`config.mk`:
```
export PLATFORM = sky130hd
export DESIGN_NAME = aes_round_stage_flat
export DESIGN_NICKNAME = d
export VERILOG_FILES = /design/src/rtl/aes_round_stage_if.sv /design/src/rtl/aes_round_stage.sv /design/src/flat_wrapper.sv
export SDC_FILE = /design/constraint.sdc
export NUM_CORES = 1
export LEC_CHECK = 0
export ABC_AREA = 0
export CAP_MARGIN = 30
export CORE_ASPECT_RATIO = 1.25
export CORE_MARGIN = 10
export CORE_UTILIZATION = 45
export CTS_CLUSTER_DIAMETER = 200
export DETAILED_ROUTE_END_ITERATION = 10
export PLACE_DENSITY = 0.71
export SLEW_MARGIN = 15
export SYNTH_ARGS = -nofsm -noshare
export SYNTH_HDL_FRONTEND = slang
export SYNTH_SLANG_ARGS = --single-unit
export TNS_END_PERCENT = 10
```
`constraint.sdc`:
```
create_clock -name clk -period 2.77 [get_ports clk]
set_input_delay 0.4155 -clock clk [delete_from_list [all_inputs] [get_ports clk]]
set_output_delay 0.4155 -clock clk [all_outputs]
set_load 0.01 [all_outputs]
```
`src/rtl/aes_round_stage_if.sv`:
```
// Handshake bundle between sub_byte (master) and the AES round back-end (slave).
// State arrays are [row][col] 8-bit bytes; FIPS-197 byte n sits at row n%4, column n/4.
interface aes_round_stage_if;
  logic       in_valid;
  logic       in_ready;
  logic [7:0] in_state  [4][4];
  logic [7:0] round_key [4][4];
  logic       in_last;
  logic       out_valid;
  logic       out_ready;
  logic [7:0] out_state [4][4];
  logic       out_last;

  modport master (
    output in_valid, in_state, round_key, in_last, out_ready,
    input  in_ready, out_valid, out_state, out_last
  );

  modport slave (
    input  in_valid, in_state, round_key, in_last, out_ready,
    output in_ready, out_valid, out_state, out_last
  );
endinterface

```
`src/rtl/aes_round_stage.sv`:
```
// AES round back-end: ShiftRows, MixColumns (bypassed on the final round), AddRoundKey,
// registered behind a valid/ready handshake with an optional one-entry skid buffer.
module aes_round_stage #(
  parameter bit SKID_EN = 1'b1
) (
  input logic               clk,
  input logic               rst_n,
  aes_round_stage_if.slave  bus
);

  logic [7:0] sr          [4][4];
  logic [7:0] mc          [4][4];
  logic [7:0] res         [4][4];
  logic [7:0] out_state_q [4][4];
  logic [7:0] skid_state  [4][4];
  logic       out_valid_q;
  logic       out_last_q;
  logic       skid_full;
  logic       skid_last;
  logic       in_ready_c;
  logic       in_xfer;
  logic       out_xfer;
  logic       load_ok;

  function automatic logic [7:0] xtime(input logic [7:0] b);
    return {b[6:0], 1'b0} ^ (b[7] ? 8'h1b : 8'h00);
  endfunction

  function automatic logic [7:0] mul3(input logic [7:0] b);
    return xtime(b) ^ b;
  endfunction

  always_comb begin
    sr  = '{default: '0};
    mc  = '{default: '0};
    res = '{default: '0};
    for (int unsigned r = 0; r < 4; r++) begin
      for (int unsigned c = 0; c < 4; c++) begin
        sr[r][c] = bus.in_state[r][2'(c + r)];
      end
    end
    for (int unsigned c = 0; c < 4; c++) begin
      mc[0][c] = xtime(sr[0][c]) ^ mul3(sr[1][c]) ^ sr[2][c]        ^ sr[3][c];
      mc[1][c] = sr[0][c]        ^ xtime(sr[1][c]) ^ mul3(sr[2][c]) ^ sr[3][c];
      mc[2][c] = sr[0][c]        ^ sr[1][c]        ^ xtime(sr[2][c]) ^ mul3(sr[3][c]);
      mc[3][c] = mul3(sr[0][c])  ^ sr[1][c]        ^ sr[2][c]        ^ xtime(sr[3][c]);
    end
    for (int unsigned r = 0; r < 4; r++) begin
      for (int unsigned c = 0; c < 4; c++) begin
        res[r][c] = (bus.in_last ? sr[r][c] : mc[r][c]) ^ bus.round_key[r][c];
      end
    end
  end

  always_comb begin
    in_ready_c = SKID_EN ? !skid_full : (!out_valid_q || bus.out_ready);
    in_xfer    = bus.in_valid && in_ready_c;
    out_xfer   = out_valid_q && bus.out_ready;
    load_ok    = !out_valid_q || bus.out_ready;
  end

  // A full skid blocks new inputs, so draining it never races an input transfer.
  always_ff @(posedge clk or negedge rst_n) begin
    if (!rst_n) begin
      out_state_q <= '{default: '0};
      skid_state  <= '{default: '0};
      out_valid_q <= 1'b0;
      out_last_q  <= 1'b0;
      skid_full   <= 1'b0;
      skid_last   <= 1'b0;
    end else if (skid_full) begin
      if (out_xfer) begin
        out_state_q <= skid_state;
        out_last_q  <= skid_last;
        out_valid_q <= 1'b1;
        skid_full   <= 1'b0;
      end
    end else if (in_xfer) begin
      if (load_ok) begin
        out_state_q <= res;
        out_last_q  <= bus.in_last;
        out_valid_q <= 1'b1;
      end else begin
        skid_state <= res;
        skid_last  <= bus.in_last;
        skid_full  <= SKID_EN;
      end
    end else if (out_xfer) begin
      out_valid_q <= 1'b0;
    end
  end

  assign bus.in_ready  = in_ready_c;
  assign bus.out_valid = out_valid_q;
  assign bus.out_last  = out_last_q;
  assign bus.out_state = out_state_q;

endmodule

```
`src/flat_wrapper.sv`:
```
// flat-port wrapper written by rule: the top's interface ports become plain ports
module aes_round_stage_flat 
#(
  parameter bit SKID_EN = 1'b1
)
  (clk, rst_n, bus_in_valid, bus_in_state, bus_round_key, bus_in_last, bus_out_ready, bus_in_ready, bus_out_valid, bus_out_state, bus_out_last);
  aes_round_stage_if bus_i ();
  input logic clk;
  input logic rst_n;
  input wire logic [$bits(bus_i.in_valid)-1:0] bus_in_valid;
  input wire logic [$bits(bus_i.in_state)-1:0] bus_in_state;
  input wire logic [$bits(bus_i.round_key)-1:0] bus_round_key;
  input wire logic [$bits(bus_i.in_last)-1:0] bus_in_last;
  input wire logic [$bits(bus_i.out_ready)-1:0] bus_out_ready;
  output wire logic [$bits(bus_i.in_ready)-1:0] bus_in_ready;
  output wire logic [$bits(bus_i.out_valid)-1:0] bus_out_valid;
  output wire logic [$bits(bus_i.out_state)-1:0] bus_out_state;
  output wire logic [$bits(bus_i.out_last)-1:0] bus_out_last;
  assign bus_i.in_valid = bus_in_valid;
  assign bus_i.in_state = {>>{bus_in_state}};
  assign bus_i.round_key = {>>{bus_round_key}};
  assign bus_i.in_last = bus_in_last;
  assign bus_i.out_ready = bus_out_ready;
  assign bus_in_ready = bus_i.in_ready;
  assign bus_out_valid = bus_i.out_valid;
  assign bus_out_state = {>>{bus_i.out_state}};
  assign bus_out_last = bus_i.out_last;
  aes_round_stage #(.SKID_EN(SKID_EN)) u_core (.clk(clk), .rst_n(rst_n), .bus(bus_i));
endmodule
```
# --- Word level (Yosys, flattened, before mapping) ---
# Cells that the tools add are included.
op_classes:
  reduce_logical: 11
  bitwise: 98
  n_mux: 49
  eq_ne: 2
op_table:
  columns: ["op", "count"]
  rows:
  - ["$xor 8x8->8", 95]
  - ["$mux 128", 4]
  - ["$mux 8", 16]
  - ["$mux 5", 16]
  - ["$mux 1", 13]
  - ["$reduce_and 3->1", 3]
  - ["$xor 8x5->8", 1]
  - ["$reduce_bool 2->1", 3]
  - ["$ne 3x2->1 const B", 1]
  - ["$logic_and 1x1->1", 2]
  - ["$logic_not 1->1", 2]
  - ["$ne 2x2->1 const B", 1]
  - ["$not 1->1", 2]
  - ["$logic_or 1x1->1", 1]
totals:
  out_inout_bits: 131
  elab_cells: 196
  regBits: 260

# --- Logic depth before layout (Yosys ltp) ---
depth:
  ltp_word: 11
  ltp_mapped: 8
  depth_no_buf: 5

# --- Worst setup path after synthesis ---
# No wires, ideal clock.
synth_path:
  path_type: "input to register"
  startpoint: "input port bus_in_state[103]"
  endpoint: "register u_core.skid_state[99] (netlist bit)"
  stages: 6
  arrival_time_ns: 1.737
  setup_ns: 0.130
  slack_ns: 0.903
  path_cell_list: "buf_2 > xnor3_2 > xnor3_1 > o21ai_1 > xnor2_1 > o21ai_0"
synth_via:
  elab_chain_cells: 7
synth_lines:
  columns: ["element", "line", "rtl"]
  rows:
  - ["start: declaration", "flat_wrapper.sv:11", "input wire logic [$bits(bus_i.in_state)-1:0] bus_in_state;"]
  - ["$mux 5", "aes_round_stage.sv:26", "return {b[6:0], 1'b0} ^ (b[7] ? 8'h1b : 8'h00);"]
  - ["$xor 8x8->8", "aes_round_stage.sv:26", null]
  - ["$xor 8x8->8 (3 in a row)", "aes_round_stage.sv:43", "mc[0][c] = xtime(sr[0][c]) ^ mul3(sr[1][c]) ^ sr[2][c] ^ sr[3][c];"]
  - ["$mux 8", "aes_round_stage.sv:50", "res[r][c] = (bus.in_last ? sr[r][c] : mc[r][c]) ^ bus.round_key[r][c];"]
  - ["$xor 8x8->8", "aes_round_stage.sv:50", null]
  - ["end signal: assignment", "aes_round_stage.sv:84", "skid_state <= res;"]
  - ["end: declaration", "aes_round_stage.sv:15", "logic [7:0] skid_state [4][4];"]
# Every way passes these cells.
# A chain may end at the register's enable or synchronous reset.

# --- Worst setup path in the final report ---
layout_path:
  startpoint: "register u_core.skid_full"
  endpoint: "output port bus_in_ready"
layout_via:
  elab_chain_cells: 1
layout_lines:
  columns: ["element", "line", "rtl"]
  rows:
  - ["start: declaration", "aes_round_stage.sv:18", "logic skid_full;"]
  - ["start signal: assignment", "aes_round_stage.sv:69", "skid_full <= 1'b0;"]
  - ["start signal: assignment", "aes_round_stage.sv:76", "skid_full <= 1'b0;"]
  - ["start signal: assignment", "aes_round_stage.sv:86", "skid_full <= SKID_EN;"]
  - ["$logic_not 1->1", "aes_round_stage.sv:56", "in_ready_c = SKID_EN ? !skid_full : (!out_valid_q || bus.out_ready);"]
  - ["end: declaration", "flat_wrapper.sv:15", "output wire logic [$bits(bus_i.in_ready)-1:0] bus_in_ready;"]
# Every way passes these cells.

==> out/results.tsv <==
metric	value	unit
async_flop_share	1.00	
clk_pin_slew	0.06	ns
fin_area	25100	sq um
io_pins	392	
synth-main-ff-cell	dfrtp_1	
rsz0062_at_grt	false	
final_cells	2843	
p_switching	3.23	mW
syn_inst	1889	
wl_per_cell	25.4	microns
fin_crit	2.48	ns
root_buffer	clkbuf_16	
dieHeight	251	microns
dp_hpwl	55200	microns
drt_wl_total	72200	microns
netlist.area_leader.share	0.338	
dr.pass1.iters	7	
fin_crit_sh	0.895	
core	42100	sq um
grt_usage	0.274	
grt_pass1_vias	16400	
hold_slack	0.400	ns
setup_viol	0	
syn_area	19300	sq um
cap_violations	0	
dpl.cell_count	2784	
yosysUniqueCellTypes	39	
power	11.0	mW
internal_power	7.76	mW
syn_nets	2150	
critPathArrivalTime	2.06	ns
drc_errors	0	
clk-insertion-delay-late	0.59	ns
swShare	0.294	
gp_congestion	0.920	
fmax	403	MHz
tightest_slew	0.679	ns
layout_commonest_cell	clkdlybuf4s50_1	
yosysTopAreaCell	dfrtp_1	
vdd.ir_drop.worst	0.503	mV
clock_skew	0.0186	ns
power-per-cell-area	438	nW/um^2
cts_buffers	30	
syn_to_final_growth	30.5	%
drv_slew	0	
pwr-share-clk	0.342	
io_buffers	391	
drtIter0Drc	1214	
grt_max_degree	130	
cts.sinks	260	
start_util	0.457	
p_comb_frac	0.312	
timing.final.ws_setup	0.291	ns
cp_max_fo	47	
synth.area.top_cells	dfrtp_1, xnor3_1, xor2_1	
fin_util	0.596	
drive_above_1_share	0.0835	
cts_tree	done	
cp-end-kind	output pin	
status	completed	
required	2.35	ns
die_x	205	microns
pre_cts_ws	-0.0749	ns
fp.dieArea	51500	sq um
clockBufferDepth	3	
grt-ovfl-total	0	
fin_nets	2519	
critPathLaunchType	register	
hold_violations	0	
antenna_found_initial	14	
reg2reg_slack	0.49	ns
hp-class	input port to async pin	
fin_tns_setup	0	ns
placed_area	24200	sq um
vias	16300	
relSlewSlack	0.548	
final_cell_mix	clkdlybuf4s50_1, dfrtp_1, o21ai_0	
synth_seq_cells	260	
synth_edf_count	0	
path_class	register to output pin	
sequentialPowerShare	0.346	
grt_pass1_wl	107000	microns
seq_area_frac_synth	0.338	
via_per_inst	5.74	
rows	84	
p_leak	12.2	nW
drtAntennaViolNets	0	
yosys_warnings	0	
h-tree-depth	1	
synth_area_per_cell	10.2	sq um
==> final cells by class <==
| class | count | area, sq um |
|---|---|---|
| Fill cell | 3608 | 17000 |
| Multi-Input combinational cell | 1448 | 12000 |
| Sequential cell | 260 | 6510 |
| Timing Repair Buffer | 515 | 5010 |
| Clock buffer | 44 | 855 |
| Tap cell | 559 | 699 |
| Clock inverter | 5 | 33.8 |
| Antenna cell | 9 | 22.5 |
| Inverter | 3 | 12.5 |
==> worst max-delay path, stage by stage, from the launching register on <==
cell             delay [ns]
dfrtp_4                0.74
clkinv_2               0.20
clkdlybuf4s50_1        0.53
==> registers in the layout, indices dropped and copies added, names as in the netlist <==
register / cells
u_core.skid_state: 128
u_core.bus.out_state: 128
u_core.skid_last: 1
u_core.bus.out_last: 1
u_core.bus.out_valid: 1
u_core.skid_full: 1
==> timing repair <==
action	CTS	global route
setup endpoints to repair	0	0
resized for setup	0	0
buffers inserted	0	0
endpoints found under the hold margin	62	0
hold buffers	1	0
==> power by group through the flow <==
stage          clock network, mW  registers (mW)  logic [mW]
2_1_floorplan                  0            3.87        2.02
3_3_place_gp                   0            3.87        3.38
3_5_place_dp                   0            3.87        3.43
4_1_cts                     3.84            3.80        3.45
5_1_grt                     3.98            3.80        3.66
6_report                    3.76            3.80        3.43
==> per-layer routing <==
metal | vias up | part of all wire | global-route usage
li1 | 7491 | - | -
met1 | 8128 | 0.40 | 0.341
met2 | 577 | 0.49 | 0.446
met3 | 120 | 0.071 | 0.0583
met4 | 8 | 0.045 | 0.129
met5 | - | 0.00072 | 0
==> cells in the mapped netlist (4+ instances only) <==
cell	instances
xor2_1	146
xor3_1	49
buf_1	7
buf_2	43
o21ai_0	182
clkbuf_1	116
buf_4	7
xnor2_1	121
nand3_1	88
o21ai_2	5
nand2b_1	4
nand2_1	181
xnor3_1	107
or4_1	80
xnor2_2	12
a21oi_1	128
mux2i_1	83
and3_1	128
o21ai_1	30
nand4_1	82
dfrtp_1	260
==> final timing paths <==
kind,cells after the start,endpoint,startpoint
max in group asynchronous,3,u_core.bus.out_state[96]$_DFFE_PN0P_,rst_n
min reg2reg,2,u_core.skid_state[127]$_DFFE_PN0P_,u_core.skid_state[127]$_DFFE_PN0P_
max reg2reg,6,u_core.bus.out_state[21]$_DFFE_PN0P_,u_core.skid_full$_DFF_PN0_
min,2,u_core.bus.out_state[50]$_DFFE_PN0P_,rst_n
min in group clk,2,u_core.skid_state[127]$_DFFE_PN0P_,u_core.skid_state[127]$_DFFE_PN0P_
max,2,bus_in_ready,u_core.skid_full$_DFF_PN0_
==> kinds of logic (layout without fill, tap and decap cells) <==
logic type / count (synthesis) / after routing / share of synthesized area
mux: 83 / 83 / 0.0432
compound gates: 355 / 355 / 0.0949
flops: 260 / 260 / 0.338
other cells: 0 / 9 / 0
xor+xnor: 439 / 439 / 0.323
buf+inv: 181 / 567 / 0.0404
simple gates: 571 / 571 / 0.161
(Power assumes the default switching activity.)
